<file path="config.mk">
export PLATFORM = sky130hd
export DESIGN_NAME = spi_minion_modes
export DESIGN_NICKNAME = d
export VERILOG_FILES = /design/src/rtl/spi_minion_modes_pkg.sv /design/src/rtl/spi_sync_edge.sv /design/src/rtl/spi_minion_modes.sv
export SDC_FILE = /design/constraint.sdc
export NUM_CORES = 1
export LEC_CHECK = 0
export CORE_ASPECT_RATIO = 1.25
export CORE_MARGIN = 4
export CORE_UTILIZATION = 40
export CTS_CLUSTER_DIAMETER = 120
export DETAILED_ROUTE_END_ITERATION = 8
export GPL_ROUTABILITY_DRIVEN = 0
export SLEW_MARGIN = 5
export SYNTH_ARGS = -nofsm -noshare
export SYNTH_HDL_FRONTEND = slang
export SYNTH_SLANG_ARGS = --single-unit
export TNS_END_PERCENT = 30
</file>
<file path="constraint.sdc">
create_clock -name clk -period 4.9 [get_ports clk]
set_input_delay 0.735 -clock clk [delete_from_list [all_inputs] [get_ports clk]]
set_output_delay 0.735 -clock clk [all_outputs]
set_load 0.01 [all_outputs]
</file>
<file path="src/rtl/spi_minion_modes_pkg.sv">
// Shared types and sizing helpers for the SPI minion.
package spi_minion_modes_pkg;

    typedef enum logic [1:0] {
        ST_IDLE,
        ST_SHIFT,
        ST_DONE
    } state_t;

    // The bit counter must hold the value NBITS itself, hence the +1.
    function automatic int cnt_width(input int nbits);
        return $clog2(nbits + 1);
    endfunction

endpackage

</file>
<file path="src/rtl/spi_sync_edge.sv">
// Two-flop synchronizer with a delayed copy, giving single-cycle rise/fall pulses.
module spi_sync_edge #(
    parameter logic RST_VAL = 1'b0
) (
    input  logic clk,
    input  logic reset,
    input  logic d,
    output logic q,
    output logic rise,
    output logic fall
);

    logic meta;
    logic sync;
    logic dly;

    // NOTE: sequential state uses non-blocking assignments so every flop samples pre-edge values.
    always_ff @(posedge clk or negedge reset) begin
        if (!reset) begin
            meta <= RST_VAL;
            sync <= RST_VAL;
            dly  <= RST_VAL;
        end else begin
            meta <= d;
            sync <= meta;
            dly  <= sync;
        end
    end

    assign q    = sync;
    assign rise = sync & ~dly;
    assign fall = ~sync & dly;

endmodule

</file>
<file path="src/rtl/spi_minion_modes.sv">
// SPI minion for all four CPOL/CPHA modes, oversampled by the system clock.
module spi_minion_modes
    import spi_minion_modes_pkg::*;
#(
    parameter int unsigned NBITS = 8,
    parameter bit          CPOL  = 1'b0,
    parameter bit          CPHA  = 1'b0
) (
    input  logic             clk,
    input  logic             reset,
    input  logic             cs,
    input  logic             sclk,
    input  logic             mosi,
    output logic             miso,
    output logic             push_val,
    input  logic             push_rdy,
    output logic [NBITS-1:0] push_msg,
    input  logic             pull_val,
    output logic             pull_rdy,
    input  logic [NBITS-1:0] pull_msg,
    output logic             overflow,
    output logic             frame_err,
    output logic             underrun
);

    localparam int             CW   = cnt_width(NBITS);
    localparam logic [CW-1:0]  LAST = CW'(NBITS - 1);

    logic cs_s, cs_rise, cs_fall;
    logic sclk_s, sclk_rise, sclk_fall;
    logic mosi_s;

    spi_sync_edge #(.RST_VAL(1'b1)) u_sync_cs (
        .clk (clk), .reset (reset), .d (cs),
        .q (cs_s), .rise (cs_rise), .fall (cs_fall)
    );

    spi_sync_edge #(.RST_VAL(CPOL)) u_sync_sclk (
        .clk (clk), .reset (reset), .d (sclk),
        .q (sclk_s), .rise (sclk_rise), .fall (sclk_fall)
    );

    spi_sync_edge #(.RST_VAL(1'b0)) u_sync_mosi (
        .clk (clk), .reset (reset), .d (mosi),
        .q (mosi_s), .rise (), .fall ()
    );

    // Leading edge leaves the idle level; trailing edge returns to it.
    logic sclk_edge, lead_edge, trail_edge, sample_edge, shift_edge;

    assign sclk_edge   = sclk_rise | sclk_fall;
    assign lead_edge   = sclk_edge & (sclk_s != CPOL);
    assign trail_edge  = sclk_edge & (sclk_s == CPOL);
    assign sample_edge = CPHA ? trail_edge : lead_edge;
    assign shift_edge  = CPHA ? lead_edge  : trail_edge;

    state_t            state_q, state_d;
    logic [CW-1:0]     cnt_q;
    logic [NBITS-1:0]  rx_q, tx_q, hold_q;
    logic              first_q, push_val_q, ovf_q, ferr_q, urun_q;
    logic              start, do_sample, do_shift, deliver, abort;

    // NOTE: every output of this block gets a default first, so no path can infer a latch.
    always_comb begin
        state_d   = state_q;
        pull_rdy  = 1'b0;
        start     = 1'b0;
        do_sample = 1'b0;
        do_shift  = 1'b0;
        deliver   = 1'b0;
        abort     = 1'b0;
        unique case (state_q)
            ST_IDLE: begin
                if (cs_fall) begin
                    state_d  = ST_SHIFT;
                    pull_rdy = 1'b1;
                    start    = 1'b1;
                end
            end
            ST_SHIFT: begin
                if (cs_rise) begin
                    state_d = ST_IDLE;
                    abort   = 1'b1;
                end else if (!cs_s) begin
                    do_sample = sample_edge;
                    do_shift  = shift_edge;
                    if (sample_edge && cnt_q == LAST) state_d = ST_DONE;
                end
            end
            ST_DONE: begin
                if (cs_rise) begin
                    state_d = ST_IDLE;
                    deliver = 1'b1;
                end
            end
            default: state_d = ST_IDLE;
        endcase
    end

    always_ff @(posedge clk or negedge reset) begin
        if (!reset) state_q <= ST_IDLE;
        else        state_q <= state_d;
    end

    // NOTE: all datapath registers are reset so a frame cut by reset leaves nothing behind.
    always_ff @(posedge clk or negedge reset) begin
        if (!reset) begin
            cnt_q   <= '0;
            rx_q    <= '0;
            tx_q    <= '0;
            first_q <= 1'b0;
            ferr_q  <= 1'b0;
            urun_q  <= 1'b0;
        end else begin
            ferr_q <= abort;
            urun_q <= start & ~pull_val;
            if (start) begin
                cnt_q   <= '0;
                tx_q    <= pull_val ? pull_msg : '0;
                first_q <= CPHA;
            end
            if (do_sample) begin
                rx_q  <= {rx_q[NBITS-2:0], mosi_s};
                cnt_q <= cnt_q + 1'b1;
            end
            // In CPHA=1 the first leading edge precedes any sample, so the MSB must stay put.
            if (do_shift) begin
                if (first_q) first_q <= 1'b0;
                else         tx_q    <= {tx_q[NBITS-2:0], 1'b0};
            end
        end
    end

    always_ff @(posedge clk or negedge reset) begin
        if (!reset) begin
            hold_q     <= '0;
            push_val_q <= 1'b0;
            ovf_q      <= 1'b0;
        end else begin
            ovf_q <= 1'b0;
            if (deliver) begin
                if (push_val_q && !push_rdy) begin
                    ovf_q <= 1'b1;
                end else begin
                    hold_q     <= rx_q;
                    push_val_q <= 1'b1;
                end
            end else if (push_val_q && push_rdy) begin
                push_val_q <= 1'b0;
            end
        end
    end

    assign miso      = (state_q != ST_IDLE) & tx_q[NBITS-1];
    assign push_val  = push_val_q;
    assign push_msg  = hold_q;
    assign overflow  = ovf_q;
    assign frame_err = ferr_q;
    assign underrun  = urun_q;

endmodule
</file>
* Word level (Yosys, flattened, before mapping)
Cells that the tools add are included.
** Operators by class
- Divide/modulo/power cells :: 0
- $lt $le $gt $ge :: 0
- Multiply operators :: 0
- Equal/unequal tests :: 8
- Bitwise operators :: 15
- Shifts and indexed selects :: 0
- Mux-type cells :: 31
- Add/sub/neg operators :: 1
- Reduce and logical (&&, ||, !) cells :: 11
** Operators by type and width (number)
- $mux 8 :: 4
- $mux 1 :: 19
- $mux 2 :: 5
- $and 1x1->1 :: 8
- $mux 4 :: 2
- $ne 2x2->1 const B :: 3
- $ne 3x3->1 const B :: 2
- $not 1->1 :: 6
- $pmux 2 s3 :: 1
- $reduce_bool 2->1 :: 3
- $add 4x1->4 const B :: 1
- $eq 4x3->1 const B :: 1
- $reduce_and 2->1 :: 2
- $reduce_and 4->1 :: 1
- $logic_and 1x1->1 :: 3
- $eq 2x1->1 const B :: 1
- $eq 2x2->1 const B :: 1
- $logic_not 2->1 :: 1
- $logic_not 1->1 :: 1
- $or 1x1->1 :: 1
** Word-level totals
- RAM bits :: 0
- Memories kept :: 0
- Bits in registers :: 43
- Output and inout port bits :: 14
- Bits in read-only memories :: 0
- Latch bits :: 0
- Word-level logic and storage cells :: 84

* Depth between registers and ports, before layout
Gate-level depths: netlist (run 1).
- Word-level depth :: 9
- Depth in mapped cells :: 5
- Depth with buffers taken out :: 4

* By module
Synthesis (run 1) repeated with hierarchy kept, for this count alone.
** Unflattened totals
- Cell total of the unflattened synthesis :: 138
- Area, all modules :: 1855.5 µm²
** Modules (own cells, without submodules)
- spi_minion_modes :: times used 1, cells each 123, area each 1581.5 µm²
- spi_sync_edge at u_sync_mosi ... :: times used 2, cells each 5, area each 90.1 µm²
- spi_sync_edge at u_sync_cs :: times used 1, cells each 5, area each 93.8 µm²

* Worst setup path before layout (run 1)
Ideal clock, no wire load.
- Kind :: flip-flop to output port
- From :: register u_sync_cs.dly
- To :: output port pull_rdy
- Data arrival time :: 1220 ps
- Buffers on the path :: 1
- Cell stages (with the launch flop) :: 4
- Path slack :: 2945 ps
- Data required time :: 4165 ps
- Path through :: dfstp_2 > or4b_1 > buf_2 > clkinv_4
** On the way
- Cells in the longest elaborated chain, start to end :: 3
** RTL lines
- start: declaration :: line spi_sync_edge.sv:15 : logic dly;
- start signal: assignment :: line spi_sync_edge.sv:26 : dly <= sync;
- $and 1x1->1 :: line spi_sync_edge.sv:32 : assign fall = ~sync & dly;
- $mux 1 :: line spi_minion_modes.sv:74 : if (cs_fall) begin
- $mux 1 :: line spi_minion_modes.sv:72 : unique case (state_q)
- end: declaration :: line spi_minion_modes.sv:19 : output logic pull_rdy,
No other way between the ends.

* Worst setup path in the final report (run 1)
Ends and elaborated chain as after synthesis.

==> results of run 1 <==
==> final cells by class <==
class                           instances  share of cell area (%)
Timing Repair Buffer                   28                    12.4
Tap cell                               58                    3.27
Multi-Input combinational cell         77                    29.9
Inverter                                8                    1.58
Clock inverter                          1                   0.226
Clock buffer                            7                    3.89
Sequential cell                        43                    48.7
==> stage by stage <==
step	cells	utilization, %	power (mW)	hold WS (ns)	worst slack (ns)
6_report	222	50.5	0.733	0.351	1.96
5_1_grt	222	50.5	0.781	0.365	1.86
4_1_cts	222	50.5	0.747	0.352	1.94
3_5_place_dp	214	48.4	0.519	0.335	2.27
3_3_place_gp	214	48.4	0.516	0.333	2.28
2_1_floorplan	133	-	0.482	0.331	2.95
==> worst paths after layout <==
path / start / to / depth (start not counted)
min in group asynchronous: reset / overflow / 1
max in group asynchronous: reset / push_msg[7] / 1
worst max-delay path: u_sync_cs.dly / pull_rdy / 3
worst min register to register: u_sync_sclk.meta / u_sync_sclk.q / 0
worst min-delay path: u_sync_sclk.meta / u_sync_sclk.q / 0
worst max register to register: state_q[1] / tx_q[3] / 3
==> power groups by stage <==
stage / clock network, mW / logic [mW] / registers (mW)
6_report: 0.223 / 0.0934 / 0.416
5_1_grt: 0.251 / 0.106 / 0.423
4_1_cts: 0.233 / 0.0962 / 0.417
3_5_place_dp: 0 / 0.0960 / 0.423
3_3_place_gp: 0 / 0.0935 / 0.423
2_1_floorplan: 0 / 0.0656 / 0.416
==> cell usage in the layout, fill, tap and decap left out, drive strengths merged, types with 3 or more instances in the layout <==
master / synthesis / layout
nand2: 7 / 7
nand2b: 6 / 6
clkdlybuf4s50: 0 / 27
inv: 7 / 7
mux2i: 10 / 10
dfrtp: 40 / 40
o211ai: 3 / 3
nand3: 3 / 3
a21oi: 3 / 3
clkbuf: 1 / 7
and2: 3 / 3
mux2: 20 / 20
dfstp: 3 / 3
==> state kept, by name, indices dropped and copies added, names as in the netlist, 2 cells and up <==
name / flops
push_msg: 8
state_q: 2
cnt_q: 4
rx_q: 8
tx_q: 8
==> cell families (layout without fill, tap and decap cells) <==
kind of cell               Yosys count  in the layout  share of synthesized area [%]
DFF                                 43             43                           59.7
and+or+nand+nor                     33             33                           11.6
muxes                               30             30                           19.4
AOI/OAI and AO/OA                   13             13                           4.98
buffers and inverters               13             44                           3.60
adders and majority gates            1              1                          0.692
==> critical path, stage by stage, from the launching register on <==
cell,delay (ns)
dfstp_2,0.56
or4b_1,0.63
clkinv_4,0.17
clkdlybuf4s50_1,0.55
==> routing by layer <==
| layer | GRT usage, % | vias to the layer above | routed length (um) |
|---|---|---|---|
| li1 | - | 520 | - |
| met1 | 14.6 | 533 | 1260 |
| met2 | 19.2 | 25 | 1490 |
| met3 | 4.60 | 4 | 180 |
| met4 | 5.97 | 0 | 59 |
| met5 | 0 | - | 0 |
==> impl_metrics.csv, run 1 <==
group,metric,value,unit
detailed_routing,drt_iter0_markers,18,
timing,finalCriticalPeriod,2.94,ns
clock_tree,cts_made_buffers,5,
power,sw_frac_of_total,23.4,%
synth,ys_ff_latch,43,
synth,synthCells,133,
timing,worst_pin_slew,0.908,ns
layout,layout-drive-gt1-share,21.3,%
clock_tree,clk_pin_slew,0.07,ns
worst_hold_path,hold_class,"reg2reg",
place,portBuffers,28,
power,seqPwrFrac,56.8,%
setup_path,cp-start-kind,"flop",
setup_path,critical_path_class,"reg2out",
detailed_routing,drc,0,
timing,setup_tns,0,ns
layout,finalNetCount,179,
timing,hold_viol_final,0,
clock_tree,cts_hold_buf,0,
global_route,grt_usage,12.3,%
timing,max_freq,340,MHz
timing,slew_headroom,39.5,%
clock_tree,cts_sinks,43,
detailed_routing,post_drt_wl_per_cell,13.4,um
timing,min_period_over_period,59.9,%
clock_tree,cts_resized,0,
synth,ys_types,33,
detailed_routing,drt_wl_total,2990,um
global_route,gr-total-overflow,0,
synth,yosys-top-cells-area,"dfrtp_1 55%, mux2_2 8.1%, mux2_4 5.8%, mux2i_1 5.5%, dfstp_2 4.4%",
synth,ys_warn_count,0,
synth,syn-num-nets,149,
layout,multi_input_area,663,sq um
synth,avgSynthCellArea,13.6,sq um
detailed_routing,viasPerCell,4.87,
global_route,grt_max_degree,44,
setup_path,worst-path-max-fanout,9,
power,power_density,330,nW/um^2
place,postPlaceCellArea,2130,sq um
setup_path,r2r_setup_slack,2.98,ns
layout,design_area,2220,sq um
floorplan,die_w,68.1,um
synth,synth-edff-count,0,
detailed_routing,vias,1082,
layout,fill_cells,411,
layout,num_antenna_cells,0,
floorplan,start_util,41.2,%
synth,seq_area_frac_synth,59.7,%
power,p_comb_share,12.8,%
floorplan,rows,27,
layout,seqCellArea,1080,sq um
synth,synth_top_area_share,55.4,%
synth,yosysMostFrequentCell,"dfrtp_1",
setup_path,required,4.16,ns
floorplan,top_level_ports,29,
setup_path,cp_data_arrival_time,2.20,ns
global_route,grt_pass1_vias,1181,
power,power.internal,0.561,mW
synth,synth_area,1810,sq um
place,dpl.hpwl,2110,um
floorplan,die_y,83.2,um
timing,rsz0062_at_grt,"false",
global_route,antenna_found_initial,0,
synth,synth_top_area_cell,"dfrtp_1",
power,p_leak,0.996,nW
clock_tree,cts_root_buf,"clkbuf_8",
timing,drv_slew,0,
power,p_sw,0.171,mW
clock_tree,cts_tree,"built",
flow_run,max_cap_violations,0,
setup_path,endpoint_kind,"primary output",
floorplan,fp.dieArea,5670,sq um
clock_tree,insertion_delay,0.29,ns
layout,syn_to_final_growth,22.6,%
synth,async_flop_share,100,%
clock_tree,ctsLongestPathBuffers,2,
power,vdd_drop_max,205,uV
timing,setup_viol,0,
clock_tree,h-tree-depth,2,
global_route,grt_pass1_wl,5240,um
power,clkPwrFrac,30.4,%
clock_tree,post-cts-setup-buffer-count,0,
detailed_routing,detail-route-antenna-nets,0,
detailed_routing,dr.pass1.iters,4,
timing,skew,0.00505,ns
run_status,status,"complete, no violations",
floorplan,coreArea,4390,sq um
synth,ys_top_cells_by_count,"40 x dfrtp_1, 13 x mux2_2, 10 x mux2i_1",
synth,yosys_most_used_dff,"dfrtp_1",
No activity file was read; power rests on OpenSTA's default activity.
==> run 2, diff against run 1 <==
==> constraint.sdc (replaced) <==
create_clock -name clk -period 2.75 [get_ports clk]
set_input_delay 0.4125 -clock clk [delete_from_list [all_inputs] [get_ports clk]]
set_output_delay 0.4125 -clock clk [all_outputs]
set_load 0.01 [all_outputs]
==> impl_metrics.csv, run 2 (same netlist as run 1, synthesis figures left out) <==
group,metric,value,unit
layout,finalNetCount,179,
clock_tree,insertion_delay,0.28,ns
timing,setup_viol,0,
timing,min_period_over_period,95.5,%
timing,finalCriticalPeriod,2.63,ns
global_route,antenna_found_initial,0,
floorplan,die_w,68.1,um
clock_tree,cts_resized,0,
clock_tree,cts_tree,"built",
setup_path,critical_path.slowest_cell,"or4b_1",
global_route,grt_max_degree,44,
floorplan,coreArea,4390,sq um
layout,final_common_cell,"dfrtp_1",
power,power_density,598,nW/um^2
timing,drv_slew,0,
detailed_routing,viasPerCell,4.87,
timing,skew,0.00163,ns
floorplan,top_level_ports,29,
setup_path,cp_data_arrival_time,2.21,ns
timing,hold_viol_final,0,
global_route,gr-total-overflow,0,
setup_path,critical_path_class,"reg2out",
clock_tree,post-cts-setup-buffer-count,0,
floorplan,die_y,83.2,um
power,p_leak,1.00,nW
place,dpl.hpwl,2090,um
clock_tree,cts_made_buffers,5,
setup_path,worst-path-max-fanout,9,
layout,num_antenna_cells,0,
setup_path,endpoint_kind,"primary output",
setup_path,required,2.34,ns
floorplan,fp.dieArea,5670,sq um
clock_tree,clk_pin_slew,0.07,ns
global_route,grt_usage,12.3,%
timing,worst_pin_slew,0.946,ns
timing,max_freq,381,MHz
timing,slew_headroom,37.0,%
timing,rsz0062_at_grt,"false",
power,vdd_drop_max,323,uV
layout,layout-drive-gt1-share,21.3,%
layout,syn_to_final_growth,23.1,%
global_route,grt_pass1_wl,5290,um
run_status,status,"complete, no violations",
floorplan,rows,27,
layout,fill_cells,409,
global_route,grt_pass1_vias,1188,
timing,setup_tns,0,ns
setup_path,critPathMaxStageDelay,0.64,ns
detailed_routing,drt_iter0_markers,25,
clock_tree,cts_hold_buf,0,
flow_run,max_cap_violations,0,
detailed_routing,post_drt_wl_per_cell,13.7,um
place,portBuffers,28,
floorplan,start_util,41.2,%
clock_tree,cts_root_buf,"clkbuf_8",
detailed_routing,detail-route-antenna-nets,0,
power,design_power_total,1.33,mW
detailed_routing,drt_wl_total,3050,um
setup_path,cp-start-kind,"flop",
worst_hold_path,hold_class,"in2async",
clock_tree,ctsLongestPathBuffers,2,
setup_path,cp_cell_sequence,"or4b_1 > clkinv_4 > clkdlybuf4s50_1",
clock_tree,h-tree-depth,2,
detailed_routing,vias,1081,
clock_tree,cts_sinks,43,
detailed_routing,drc,0,
layout,final_cell_mix,"40 x dfrtp_1, 27 x clkdlybuf4s50_1, 13 x mux2_2",
detailed_routing,dr.pass1.iters,4,
## run 2: cell types whose count changed in the layout (fill, tap and decap cells not counted), sizes merged
cell,before,now
clkinv,2,1
clkbuf,7,8
## run 2: critical path, delay by kind of cell, from the launching register on
family	cells	cell delay (ns)
buf+inv	2	0.73
simple gates	1	0.64
flops	1	0.56
## run 2: final cells by class
class,instances,area [sq um],area share [%]
clock buffer,8,100,4.50
sequential,43,1080,48.5
tap,58,72.6,3.26
inverter,8,35.0,1.57
multi-input combinational,77,663,29.8
timing repair buffer,28,275,12.4
## run 2: worst paths after layout
path                                  startpoint             to  slack, ns  cells after the start
worst max register to register        state_q[1]        tx_q[6]       0.79                      3
worst min register to register  u_sync_sclk.meta  u_sync_sclk.q       0.35                      0
worst max-delay path               u_sync_cs.dly       pull_rdy       0.12                      3
worst min-delay path                       reset       overflow       0.27                      1
min in group clk                u_sync_sclk.meta  u_sync_sclk.q       0.35                      0
max in group asynchronous                  reset        first_q       1.90                      1
## run 2: report_power, final
| part | internal [mW] | switching (mW) | leakage (nW) |
|---|---|---|---|
| Sequential | 0.700 | 0.0416 | 0.561 |
| Clock | 0.229 | 0.193 | 0.0515 |
| Combinational | 0.0975 | 0.0699 | 0.387 |
## run 2: per-layer routing
layer / global-route usage (%) / part of all wire, %
met1: 14.8 / 44
met4: 4.34 / 1.4
met3: 4.87 / 4.8
met2: 19.4 / 50
met5: 0 / 0
## run 2: through the flow
step	std cells	utilization (%)	cell area, sq um	setup WS (ns)	hold slack [ns]
floorplan	133	-	1810	1.08	0.117
global placement	214	48.4	2130	0.452	0.333
detailed placement	214	48.4	2130	0.429	0.336
CTS	222	50.7	2230	0.104	0.294
global route	222	50.7	2230	0.0259	0.330
finish	222	50.7	2230	0.124	0.266
==> run 3, diff against run 2 <==
--- a/config.mk
+++ b/config.mk
@@ -11,6 +11,7 @@
 export CTS_CLUSTER_DIAMETER = 120
 export DETAILED_ROUTE_END_ITERATION = 8
 export GPL_ROUTABILITY_DRIVEN = 0
+export RECOVER_POWER = 50
 export SLEW_MARGIN = 5
 export SYNTH_ARGS = -nofsm -noshare
 export SYNTH_HDL_FRONTEND = slang
==> impl_metrics.csv, run 3 (same netlist as run 1, synthesis figures left out) <==
group,metric,value,unit
timing,skew,0.00164,ns
global_route,grt_max_degree,44,
detailed_routing,post_drt_wl_per_cell,13.7,um
setup_path,r2r-start,"state_q[1]",
clock_tree,insertion_delay,0.29,ns
setup_path,r2r_setup_slack,0.79,ns
clock_tree,ctsLongestPathBuffers,2,
layout,final_common_cell,"dfrtp_1",
layout,final_cell_mix,"40 x dfrtp_1, 24 x clkdlybuf4s50_1, 13 x mux2_2",
global_route,grt_pass1_vias,1188,
clock_tree,cts_root_buf,"clkbuf_8",
worst_hold_path,hold_class,"reg2reg",
floorplan,top_level_ports,29,
detailed_routing,detail-route-antenna-nets,0,
global_route,gr-total-overflow,0,
worst_hold_path,min_from,"u_sync_sclk.meta",
layout,fin_util,50.7,%
floorplan,fp.dieArea,5670,sq um
setup_path,cp-start-kind,"flop",
setup_path,required,2.34,ns
timing,hold_viol_final,0,
setup_path,worst-path-max-fanout,9,
clock_tree,cts_sinks,43,
flow_run,max_cap_violations,1,
power,p_leak,0.997,nW
place,dpl.hpwl,2090,um
timing,hold_ws,0.351,ns
detailed_routing,wl_met1,1330,um
floorplan,start_util,41.2,%
clock_tree,clk_pin_slew,0.07,ns
power,vdd_drop_max,322,uV
setup_path,critPathMaxStageDelay,0.64,ns
clock_tree,cts_resized,0,
detailed_routing,dr.pass1.iters,4,
clock_tree,cts_made_buffers,5,
timing,min_period_over_period,95.5,%
layout,multi_input_area,663,sq um
layout,layout-drive-gt1-share,20.1,%
detailed_routing,viasPerCell,4.87,
power,power_density,598,nW/um^2
run_status,violations,"max-capacitance violations, max-slew violations",
detailed_routing,drc,0,
setup_path,cp_cell_sequence,"or4b_1 > clkinv_4 > clkdlybuf4s50_1",
detailed_routing,highest_layer,"met4",
timing,max_freq,381,MHz
timing,setup_viol,0,
floorplan,rows,27,
setup_path,endpoint_kind,"primary output",
setup_path,critical_path.slowest_cell,"or4b_1",
clock_tree,cts_tree,"built",
floorplan,die_y,83.2,um
timing,finalCriticalPeriod,2.63,ns
run_status,status,"finished, violations left",
setup_path,critical_path_class,"reg2out",
layout,fill_cells,407,
timing,slew_headroom,-50.7,%
timing,drv_slew,44,
global_route,grt_pass1_wl,5290,um
layout,finalNetCount,179,
floorplan,coreArea,4390,sq um
detailed_routing,drt_iter0_markers,25,
timing,rsz0062_at_grt,"false",
setup_path,startpoint,"u_sync_cs.dly",
detailed_routing,vias,1082,
setup_path,cp_data_arrival_time,2.21,ns
layout,seqCellArea,1080,sq um
clock_tree,post-cts-setup-buffer-count,0,
layout,num_antenna_cells,0,
detailed_routing,drt_wl_total,3050,um
detailed_routing,wl_met2,1530,um
timing,setup_tns,0,ns
global_route,grt_usage,12.3,%
floorplan,die_w,68.1,um
detailed_routing,dr_wl_met3,146,um
global_route,antenna_found_initial,0,
layout,syn_to_final_growth,23.0,%
place,portBuffers,28,
clock_tree,h-tree-depth,2,
timing,worst_pin_slew,2.26,ns
clock_tree,cts_hold_buf,0,
## run 3: changes by cell type in the layout (fill, tap and decap cells not counted), sizes merged
cell | before | now
dlygate4sd3 | 0 | 3
clkbuf | 8 | 9
buf | 1 | 0
clkdlybuf4s50 | 27 | 24
## run 3: per-stage QoR
step                      power, mW  worst slack [ns]  cells  instance area [sq um]
after detailed placement      0.925             0.429    214                   2130
after global placement        0.920             0.452    214                   2130
after global routing           1.41            0.0260    222                   2220
final                          1.33             0.124    222                   2220
after CTS                      1.36             0.104    222                   2230
after floorplan               0.859              1.08    133                   1810
## run 3: area by class of cell
type	count	share of cell area, %
clock buffers	8	4.50
repair buffers	28	12.3
multi-input cells	77	29.8
well taps	58	3.26
flip-flops and latches	43	48.5
inverters	8	1.57
## run 3: worst paths after layout
| path | endpoint | cells past startpoint |
|---|---|---|
| setup / recovery | pull_rdy | 3 |
| hold / removal | u_sync_sclk.q | 0 |
| setup reg to reg | tx_q[6] | 3 |
| hold reg to reg | u_sync_sclk.q | 0 |
| max in group asynchronous | first_q | 1 |
| min in group asynchronous | overflow | 1 |
## run 3: layer usage
layer	vias up	global-route usage (%)
met2	24	19.4
met4	0	4.34
li1	518	-
met3	5	4.87
met5	-	0
met1	535	14.8
## run 3: critical path, delay by kind of cell (launching register included)
| family | cells | cell delay [ns] |
|---|---|---|
| simple gates | 1 | 0.64 |
| buf+inv | 2 | 0.73 |
| flops | 1 | 0.56 |
## run 3: power breakdown
part           total [mW]  switching [mW]  leakage, nW  internal (mW)
Clock               0.422           0.193       0.0515          0.229
Combinational       0.166          0.0699        0.385         0.0963
Sequential          0.741          0.0417        0.561          0.700
Total                1.33           0.304        0.997           1.02
